### config.mk
export PLATFORM = sky130hd
export DESIGN_NAME = imem_loader_flat
export DESIGN_NICKNAME = d
export VERILOG_FILES = /design/src/rtl/imem_loader_pkg.sv /design/src/rtl/imem_loader_if.sv /design/src/rtl/imem_byte_packer.sv /design/src/rtl/imem_loader.sv /design/src/flat_wrapper.sv
export SDC_FILE = /design/constraint.sdc
export NUM_CORES = 1
export LEC_CHECK = 0
export BUFFER_PORTS_ARGS = -buffer_cell sky130_fd_sc_hd__buf_2
export CORE_ASPECT_RATIO = 1.75
export CORE_MARGIN = 4
export CORE_UTILIZATION = 60
export DETAILED_ROUTE_END_ITERATION = 6
export PLACE_DENSITY = 0.79
export SLEW_MARGIN = 20
export SYNTH_ARGS = -nofsm -noshare
export SYNTH_HDL_FRONTEND = slang
export SYNTH_SLANG_ARGS = --single-unit
### constraint.sdc
create_clock -name clk -period 8.95 [get_ports clk]
set_input_delay 0.4475 -clock clk [delete_from_list [all_inputs] [get_ports clk]]
set_output_delay 0.4475 -clock clk [all_outputs]
set_load 0.02 [all_outputs]
### src/rtl/imem_loader_pkg.sv
// Shared types and constants for the instruction-memory loader.
package imem_loader_pkg;

  typedef enum logic [2:0] {
    ST_IDLE,
    ST_LOAD,
    ST_FLUSH,
    ST_DONE,
    ST_ERR
  } state_e;

  // Instruction memory size in bytes; the memory itself sizes from this too.
  localparam int unsigned MEM_BYTES_DEFAULT = 472;

  function automatic logic [3:0] lane_mask(input logic [1:0] lane);
    lane_mask = 4'b0001 << lane;
  endfunction

endpackage

### src/rtl/imem_loader_if.sv
// Byte-stream handshake between a source (e.g. UART receiver) and the loader.
interface imem_loader_if;
  logic       s_valid;
  logic [7:0] s_data;
  logic       s_ready;

  modport master (output s_valid, output s_data, input  s_ready);
  modport slave  (input  s_valid, input  s_data, output s_ready);
endinterface

### src/rtl/imem_byte_packer.sv
// Packs bytes little-endian into a 32-bit word and tracks which lanes are filled.
module imem_byte_packer
  import imem_loader_pkg::*;
(
  input  logic        clk,
  input  logic        reset,
  input  logic        clear_i,
  input  logic        byte_vld_i,
  input  logic [1:0]  lane_i,
  input  logic [7:0]  byte_i,
  input  logic        last_i,
  output logic [31:0] word_o,
  output logic [3:0]  be_o,
  output logic        complete_o
);

  logic [31:0] buf_q, buf_d;
  logic [3:0]  be_q, be_d;

  // word_o/be_o already include the byte arriving this cycle so the caller
  // can register the finished word on the same edge that accepts the byte.
  always_comb begin
    buf_d = buf_q;
    be_d  = be_q;
    if (byte_vld_i) begin
      buf_d[{lane_i, 3'b000} +: 8] = byte_i;
      be_d = be_q | lane_mask(lane_i);
    end
  end

  assign complete_o = byte_vld_i && ((lane_i == 2'd3) || last_i);
  assign word_o     = buf_d;
  assign be_o       = be_d;

  always_ff @(posedge clk) begin
    if (reset || clear_i || complete_o) begin
      buf_q <= '0;
      be_q  <= '0;
    end else begin
      buf_q <= buf_d;
      be_q  <= be_d;
    end
  end

endmodule

### src/rtl/imem_loader.sv
// Loads the instruction memory from a byte stream, holding the CPU while loading.
module imem_loader
  import imem_loader_pkg::*;
#(
  parameter int unsigned MEM_BYTES = MEM_BYTES_DEFAULT,
  parameter int unsigned LEN_W     = 16
) (
  input  logic             clk,
  input  logic             reset,
  input  logic             start,
  input  logic [31:0]      base_addr,
  input  logic [LEN_W-1:0] length,
  imem_loader_if.slave     strm,
  output logic             mem_we,
  output logic [31:0]      mem_addr,
  output logic [31:0]      mem_wdata,
  output logic [3:0]       mem_be,
  output logic             cpu_hold,
  output logic             busy,
  output logic             done,
  output logic             err
);

  state_e state_q, state_d;

  logic [LEN_W-1:0] len_q, cnt_q;
  logic [31:0]      waddr_q;
  logic             mem_we_q;
  logic [31:0]      mem_addr_q, mem_wdata_q;
  logic [3:0]       mem_be_q;
  logic             err_q;

  logic        start_idle, accept, last_byte, args_bad;
  logic [32:0] end_addr;
  logic [31:0] pack_word;
  logic [3:0]  pack_be;
  logic        pack_complete;

  assign end_addr   = {1'b0, base_addr} + 33'(length);
  assign args_bad   = (base_addr[1:0] != 2'b00) || (end_addr > 33'(MEM_BYTES));
  assign start_idle = (state_q == ST_IDLE) && start;
  assign strm.s_ready = (state_q == ST_LOAD);
  assign accept     = strm.s_valid && strm.s_ready;
  assign last_byte  = (cnt_q == len_q - LEN_W'(1));

  imem_byte_packer u_packer (
    .clk        (clk),
    .reset      (reset),
    .clear_i    (start_idle),
    .byte_vld_i (accept),
    .lane_i     (cnt_q[1:0]),
    .byte_i     (strm.s_data),
    .last_i     (last_byte),
    .word_o     (pack_word),
    .be_o       (pack_be),
    .complete_o (pack_complete)
  );

  always_ff @(posedge clk) begin
    if (reset) state_q <= ST_IDLE;
    else       state_q <= state_d;
  end

  always_comb begin
    state_d = state_q;
    unique case (state_q)
      ST_IDLE: begin
        if (start) begin
          if (args_bad)            state_d = ST_ERR;
          else if (length == '0)   state_d = ST_DONE;
          else                     state_d = ST_LOAD;
        end
      end
      ST_LOAD:  if (accept && last_byte) state_d = ST_FLUSH;
      ST_FLUSH: state_d = ST_DONE;
      ST_DONE:  state_d = ST_IDLE;
      ST_ERR:   state_d = ST_IDLE;
      default:  state_d = ST_IDLE;
    endcase
  end

  // err_q is reloaded on every accepted start, so a good start clears it.
  always_ff @(posedge clk) begin
    if (reset) begin
      len_q       <= '0;
      cnt_q       <= '0;
      waddr_q     <= '0;
      mem_we_q    <= 1'b0;
      mem_addr_q  <= '0;
      mem_wdata_q <= '0;
      mem_be_q    <= '0;
      err_q       <= 1'b0;
    end else begin
      mem_we_q <= pack_complete;
      if (start_idle) begin
        len_q   <= length;
        cnt_q   <= '0;
        waddr_q <= base_addr;
        err_q   <= args_bad;
      end
      if (accept) cnt_q <= cnt_q + LEN_W'(1);
      if (pack_complete) begin
        mem_addr_q  <= waddr_q;
        mem_wdata_q <= pack_word;
        mem_be_q    <= pack_be;
        waddr_q     <= waddr_q + 32'd4;
      end
    end
  end

  assign mem_we    = mem_we_q;
  assign mem_addr  = mem_addr_q;
  assign mem_wdata = mem_wdata_q;
  assign mem_be    = mem_be_q;
  assign busy      = (state_q == ST_LOAD) || (state_q == ST_FLUSH);
  assign cpu_hold  = busy;
  assign done      = (state_q == ST_DONE);
  assign err       = err_q;

endmodule

### src/flat_wrapper.sv
// flat-port wrapper written by rule: the top's interface ports become plain ports
module imem_loader_flat import imem_loader_pkg::*;
#(
  parameter int unsigned MEM_BYTES = MEM_BYTES_DEFAULT,
  parameter int unsigned LEN_W     = 16
)
  (clk, reset, start, base_addr, length, mem_we, mem_addr, mem_wdata, mem_be, cpu_hold, busy, done, err, strm_s_valid, strm_s_data, strm_s_ready);
  imem_loader_if strm_i ();
  input  logic clk;
  input  logic reset;
  input  logic start;
  input  logic [31:0] base_addr;
  input  logic [LEN_W-1:0] length;
  output logic mem_we;
  output logic [31:0] mem_addr;
  output logic [31:0] mem_wdata;
  output logic [3:0] mem_be;
  output logic cpu_hold;
  output logic busy;
  output logic done;
  output logic err;
  input wire logic [$bits(strm_i.s_valid)-1:0] strm_s_valid;
  input wire logic [$bits(strm_i.s_data)-1:0] strm_s_data;
  output wire logic [$bits(strm_i.s_ready)-1:0] strm_s_ready;
  assign strm_i.s_valid = strm_s_valid;
  assign strm_i.s_data = strm_s_data;
  assign strm_s_ready = strm_i.s_ready;
  imem_loader #(.MEM_BYTES(MEM_BYTES), .LEN_W(LEN_W)) u_core (.clk(clk), .reset(reset), .start(start), .base_addr(base_addr), .length(length), .strm(strm_i), .mem_we(mem_we), .mem_addr(mem_addr), .mem_wdata(mem_wdata), .mem_be(mem_be), .cpu_hold(cpu_hold), .busy(busy), .done(done), .err(err));
endmodule
# Word-level counts from Yosys, hierarchy flattened
# Index checks and enable logic that the tools add are counted.
# Widths: inputs -> output; s select.
# totals
register_bits	173
in_bits	60
# op_classes
n_addsub	5
n_lt_le_gt_ge	1
n_eq_ne	7
n_shift	3
muxes	12
n_bitwise	1
reduce_logical	15
# ops
operator	count
$mux 32	3
$add 32x16->33	1
$gt 33x9->1 const B	1
$add 32x3->32 const B	1
$bwmux 32	1
$mux 16	2
$shift 8x7->32 const A	1
$shiftx 8x7->32	1
$add 16x1->16 const B	1
$eq 16x16->1	1
$logic_not 16->1	1
$sub 16x1->16 const B	1
$mux 3	3
$pmux 3 s3	1
$neg 5->7	1
$eq 3x2->1 const B	2
$reduce_bool 2->1	3
$logic_or 1x1->1	5
$logic_and 1x1->1	4
$mux 4	1
$ne 2x2->1 const B	2
$or 4x4->4	1
$shl 1x2->4 const A	1
$eq 3x1->1 const B	1
other kinds (4)	4

# Depth between registers and ports, before layout
# Gate-level depths: netlist of the first run.
# logic_depth
depth_word	6
depth_mapped	13
ltp_nobuf	11

# By module
# Synthesis of the first run repeated with hierarchy kept, for this count alone.
# hier_totals
cells_unflattened	1151
hier_area_um2	9466.6
# modules_own_cells
module	instances	cells_per_inst	area_per_inst_um2	seq_area_each_um2
imem_loader	1	963	7664.9	2742.6
imem_byte_packer	1	188	1801.7	720.7

# Worst setup path before layout of the first run
# OpenSTA, ideal clock, no wires.
# synth_path
kind	flip-flop to flip-flop
start	register u_core.len_q[2]
end	register u_core.waddr_q[30]
arrival_time_ns	3.257
setup_slack_ns	5.618
stages_incl_launch_ff	13
n_path_buf	3
synth_period_minus_slack_ns	3.332
cell_sequence	dfxtp_1 buf_6 or4_1 buf_2 o21a_1 a211o_1 a2111oi_2 and4_4 a21oi_2 or3_1 clkbuf_2 or4_1 a31oi_1
# synth_between
elab_chain_cells	5
elab_cells_between_ends	6
cone_classes	add/sub (1); eq/ne (1); mux (1); reduce/logical (3)
# synth_lines
item	line_no	text
start, declared	imem_loader.sv:26	logic [LEN_W-1:0] len_q, cnt_q;
start signal, assigned	imem_loader.sv:96	len_q <= length;
$sub 16x1->16 *	imem_loader.sv:44	assign last_byte = (cnt_q == len_q - LEN_W'(1));
$eq 16x16->1 *	imem_loader.sv:44	
$logic_or 1x1->1 *	imem_byte_packer.sv:31	assign complete_o = byte_vld_i && ((lane_i == 2'd3) || last_i);
$logic_and 1x1->1 *	imem_byte_packer.sv:31	
$mux 32 or $reduce_bool 2->1 (tied branches)	-	
end signal, assigned	imem_loader.sv:98	waddr_q <= base_addr;
end signal, assigned	imem_loader.sv:106	waddr_q <= waddr_q + 32'd4;
end, declared	imem_loader.sv:27	logic [31:0] waddr_q;
# Every way passes the cells marked *; elsewhere a longest branch is shown, timed or not.
# A chain may end at the register's enable or synchronous reset.

# Final worst setup path of the first run
# layout_path
start	register u_core.len_q[0]
end	register u_core.waddr_q[13]
# The elaborated chain is that of the path after synthesis.

==> flow_summary.toml, run 1 <==
[place]
place_hpwl_um = 20200
gp_congestion = 1.03
io_buffers = 133

[power_and_ir_drop]
peakVddDrop_v = 0.000125
power.density_nw_per_um2 = 172
p_leak_nw = 3.89

[sta]
hold_slack_ns = 0.296
slew_headroom_pct = 33.1
fin_crit_ns = 4.01
drv_slew = 0
rsz0062_at_grt = "no"
worst_pin_slew_ns = 1.00
finClkSkew_ns = 0.0117
final.period_utilization_pct = 44.8
fmax_ghz = 0.249
hold_viol = 0
setup_viol = 0
setup_tns_ns = 0

[clock_network]
cts_tree = "done"
root_buffer = "clkbuf_16"
cts_resized = 0
cts_made_buffers = 17
htreeDepth = 4
cts_setup_buffers = 0
cts_buffer_depth = 2
ctsHoldBuffers = 0
clk_pin_slew_ns = 0.07
cts.sinks = 173
clkLatencyLatePin_ns = 0.43

[setup_path]
setup.reg_to_reg.worst_slack_ns = 4.94
cp-end-kind = "flop"
crit_chain = "or4_1 -> a2111oi_0 -> o21ai_0 -> a2111oi_2 -> and4_4 -> a21oi_2 -> nor2_4 -> buf_4 -> nand4_1 -> nor4b_1"
cp_max_fo = 104
slowest_stage = "buf_4"
slowest_delay_ns = 0.77
crit_type = "reg -> reg"
startpoint_type = "flop"
cp_top_family = "simple AND/OR/NAND/NOR gates"
cp.arrival_ns = 4.29
crit_required_ns = 9.23
path_buf_inv = 1

[global_routing]
grt-busiest-layer = "met2"
antenna_found_initial = 0
grtUsageTotal_pct = 31.9
grt_use_met3_pct = 4.57
use_met2_pct = 58.3
grt_pass1_vias = 8838
grt_pass1_wl_um = 43400
overflow = 0
use_met1_pct = 32.4
grt_max_degree = 105

[yosys]
syn-num-nets = 1250
synth_async_sr_flop_share_pct = 0
yosysSeqAreaShare_pct = 38.6
synth_edf_count = 0
avgSynthCellArea_um2 = 7.72
ys_ff_latch = 173
ys_warn_count = 0
synthDistinctLibCells = 71
synth_area_um2 = 8970
synthCells = 1163
ys.flop_type = "dfxtp_1"

[hold_path]
hold_class = "in -> reg"

[run]
drv_cap = 0

[floorplan]
dieArea_um2 = 17100
initial_utilization_pct = 61.8
io_pins = 134
die-height_um = 170
row_count = 58
chipWidth_um = 100
core_area_um2 = 14500

[status]
status = "completed"

[route]
vias = 9048
drt_pass1_iterations = 7
drt_iter0_markers = 623
via_per_inst = 6.30
wire_per_inst_um = 19.0
drcViolationCount = 0
drt-total-wl_um = 27200
postRouteAntennaNets = 0

[final_layout]
syn2layout_area_growth_pct = 13.7
fin_nets = 1330
drive_gt1_share_pct = 14.6
power breakdown:
group	switching (mW)	total (mW)	leakage, nW	internal [mW]
Clock	0.343	0.745	0.283	0.402
Combinational	0.133	0.207	2.20	0.0739
Sequential	0.0189	0.802	1.40	0.783
kinds of logic after synthesis:
kind of cell             count (synthesis)  synth area share (%)
AO/OA/AOI/OAI                          302                  21.5
XOR/XNOR                                35                  3.58
adder cells (fa/ha/maj)                 27                  3.85
buffers and inverters                   94                  4.13
flip-flops                             173                  38.6
multiplexers                             5                 0.572
AND/OR/NAND/NOR                        527                  27.8
worst reg2reg max path: cells and delay by family (launching register included):
| kind | cells | cell delay [ns] |
|---|---|---|
| and+or+nand+nor | 5 | 1.53 |
| buffers and inverters | 1 | 0.77 |
| AOI/OAI and AO/OA | 4 | 1.20 |
| DFF | 1 | 0.36 |
per-layer routing:
layer  up-vias  share of wire (%)
met5         -                  0
met4         0                7.6
met3       123                4.7
met2       354                 52
met1      4213                 36
li1       4358                  -
synthesized netlist by cell type, types with 23 or more instances:
master | instances | area, um2
a211oi_1 | 47 | 353
a21oi_1 | 130 | 651
and3_1 | 44 | 275
clkbuf_1 | 62 | 233
dfxtp_1 | 173 | 3460
ha_1 | 26 | 325
nand2_1 | 171 | 642
nand3_1 | 42 | 210
nor2_1 | 137 | 514
nor3_1 | 27 | 135
o211ai_1 | 25 | 188
xnor2_1 | 23 | 201
through the flow:
stage               area, um2  std cells  utilization [%]  setup slack [ns]  power (mW)
finish                  10200       1436             70.3              4.94        1.75
global route            10200       1435             70.3              4.57        1.81
CTS                     10200       1435             70.3              4.88        1.75
detailed placement       9610       1404             66.2              4.91        1.02
global placement         9610       1404             66.2              5.04        1.02
floorplan                8970       1163                -              5.62       0.952
registers in the layout, indices dropped and copies added, names as in the netlist:
name,flops
u_core.mem_addr,32
u_core.mem_wdata,32
u_core.u_packer.buf_q,32
u_core.waddr_q,32
u_core.cnt_q,16
u_core.len_q,16
u_core.mem_be,4
u_core.u_packer.be_q,4
u_core.state_q,3
u_core.err,1
u_core.mem_we,1
path summary, 6_finish.rpt:
path | from | endpoint | cells after the start
worst max register to register | u_core.len_q[0] | u_core.waddr_q[13] | 10
worst min register to register | u_core.u_packer.be_q[3] | u_core.u_packer.be_q[3] | 2
worst max-delay path | u_core.len_q[0] | u_core.waddr_q[13] | 10
worst min-delay path | base_addr[8] | u_core.waddr_q[8] | 3
area by class of cell:
cell class              count  area, um2
multi-input cells         896       5160
fillers                  1262       4310
flip-flops and latches    173       3460
repair buffers            137        698
clock buffers              18        439
well taps                 180        225
clock inverters            13        153
inverters                  18       67.6
diodes                      1       2.50
cell usage in the layout, fill, tap and decap left out, types with 8 or more instances in the layout:
cell type and count:
or4_1 10, a21oi_1 130, a31oi_1 19, o21ai_0 21, nor3_1 27, o211ai_1 25
clkbuf_16 17, inv_1 18, nand3_1 42, nand2_1 170, buf_2 132, nand4_1 20
a211oi_1 47, nor4_1 18, ha_1 26, xor2_1 11, and3_1 44, nor2_1 136
nor3b_1 8, xnor2_1 23, dfxtp_1 173, or3_1 21, o21a_1 10
Power figures use the tool's default switching activity.
==> run 2, diff against run 1 <==
--- a/config.mk
+++ b/config.mk
@@ -8,9 +8,9 @@
 export BUFFER_PORTS_ARGS = -buffer_cell sky130_fd_sc_hd__buf_2
 export CORE_ASPECT_RATIO = 1.75
 export CORE_MARGIN = 4
-export CORE_UTILIZATION = 60
+export CORE_UTILIZATION = 52
 export DETAILED_ROUTE_END_ITERATION = 6
-export PLACE_DENSITY = 0.79
+export PLACE_DENSITY = 0.73
 export SLEW_MARGIN = 20
 export SYNTH_ARGS = -nofsm -noshare
 export SYNTH_HDL_FRONTEND = slang
==> constraint.sdc (replaced) <==
create_clock -name clk -period 3.4 [get_ports clk]
set_input_delay 0.17 -clock clk [delete_from_list [all_inputs] [get_ports clk]]
set_output_delay 0.17 -clock clk [all_outputs]
set_load 0.02 [all_outputs]
==> run 2 against run 1 <==
- via count up 1.6%
- cell count up 6.9%
- sequential share of layout area down 1.5 points
- global-route usage down 4.1 points
- critical path type unchanged
- critical path depth up 1
- core utilization down 7.2 points
- die area up 14%
==> flow_summary.toml, run 2 (same netlist as run 1, synthesis figures left out) <==
[hold_path]
hold_class = "in -> reg"

[sta]
slew_headroom_pct = 48.9
drv_slew = 0
fin_crit_ns = 3.35
final.period_utilization_pct = 98.4
fmax_ghz = 0.299
rsz0062_at_grt = "no"
hold_viol = 0
finClkSkew_ns = 0.0138
worst_slack_ns = 0.0549
worst_pin_slew_ns = 0.766
hold_slack_ns = 0.0192
setup_viol = 0

[place]
gp_congestion = 0.964
dp.cells = 1503
io_buffers = 133
place_hpwl_um = 20900
pre_cts_slack_ns = -0.0193

[floorplan]
core_area_um2 = 16900
io_pins = 134
die-height_um = 182
row_count = 63
dieArea_um2 = 19500
initial_utilization_pct = 53.0
chipWidth_um = 107

[final_layout]
fin_nets = 1382
final_cells = 1535
final_common_cell = "dfxtp_1"
drive_gt1_share_pct = 18.0
layout_common_cells = "dfxtp_1, nand2_1, nor2_1"
num_antenna_cells = 0
syn2layout_area_growth_pct = 19.1

[status]
status = "completed"

[route]
drt-total-wl_um = 27400
via_per_inst = 5.99
postRouteAntennaNets = 0
vias = 9196
drt_iter0_markers = 536
drcViolationCount = 0
drt_pass1_iterations = 5
wire_per_inst_um = 17.8

[clock_network]
cts.sinks = 173
htreeDepth = 4
cts_buffer_depth = 2
clk_pin_slew_ns = 0.07
cts_tree = "done"
root_buffer = "clkbuf_16"
cts_made_buffers = 17
clkLatencyLatePin_ns = 0.43
ctsHoldBuffers = 0

[global_routing]
grt_pass1_wl_um = 43600
grt_pass1_vias = 8861
antenna_found_initial = 1
grt_max_degree = 71
grtUsageTotal_pct = 27.8
overflow = 0

[setup_path]
crit_required_ns = 3.75
startpoint_type = "flop"
cp_max_fo = 8
cp-end-kind = "flop"
cp.arrival_ns = 3.69
crit_type = "reg -> reg"

[run]
drv_cap = 0

[power_and_ir_drop]
power.density_nw_per_um2 = 432
peakVddDrop_v = 0.000309
p_leak_nw = 4.16
==> run 2: report_power, final <==
part           switching, mW  internal, mW
combinational          0.368         0.247
clock                  0.814          1.09
sequential            0.0437          2.06
==> run 2: path summary, 6_finish.rpt <==
kind / startpoint / endpoint / slack (ns) / depth (start not counted)
max: u_core.len_q[4] / u_core.waddr_q[22] / 0.05 / 11
min: base_addr[10] / u_core.waddr_q[10] / 0.02 / 3
max reg2reg: u_core.len_q[4] / u_core.waddr_q[22] / 0.05 / 11
min reg2reg: u_core.u_packer.be_q[3] / u_core.u_packer.be_q[3] / 0.44 / 2
==> run 2: worst max-delay path, stage by stage (launching register included) <==
cell and delay [ns]:
dfxtp_1 0.34, or4_1 0.61, nor4_1 0.48, buf_4 0.20, mux2i_1 0.07, o211ai_1 0.10, and4_4 0.25, a21oi_2 0.07
or3_1 0.45, buf_4 0.19, or3_1 0.34, a31oi_1 0.18
==> run 2: area by class of cell <==
cell class,instances,area (um2)
inverter,18,67.6
clock inverter,13,139
tap,227,284
timing repair buffer,189,1140
sequential,173,3460
multi-input combinational,896,5160
clock buffer,19,433
fill,1550,6260
==> run 2: metal layers <==
layer	wire length, um	vias up	track usage (%)
met5	13	-	0
met1	9890	4284	28.7
met2	14500	343	51.4
met4	1630	2	16.2
met3	1350	103	4.84
li1	-	4464	-
==> run 2: what timing repair did <==
action                     4_1_cts  5_1_grt
buffers inserted                 0        0
hold endpoints to repair         0        0
setup endpoints to repair        0       46
resized for setup                0        4
==> run 2: through the flow <==
step / TNS, ns / power (mW) / instance area, um2 / utilization, %
4_1_cts: 0 / 4.64 / 10700 / 63.0
3_5_place_dp: -0.0193 / 2.75 / 10100 / 59.6
5_1_grt: 0 / 4.79 / 10700 / 63.1
2_1_floorplan: 0 / 2.51 / 8970 / -
3_3_place_gp: -0.0211 / 2.74 / 10100 / 59.6
6_report: 0 / 4.62 / 10700 / 63.1
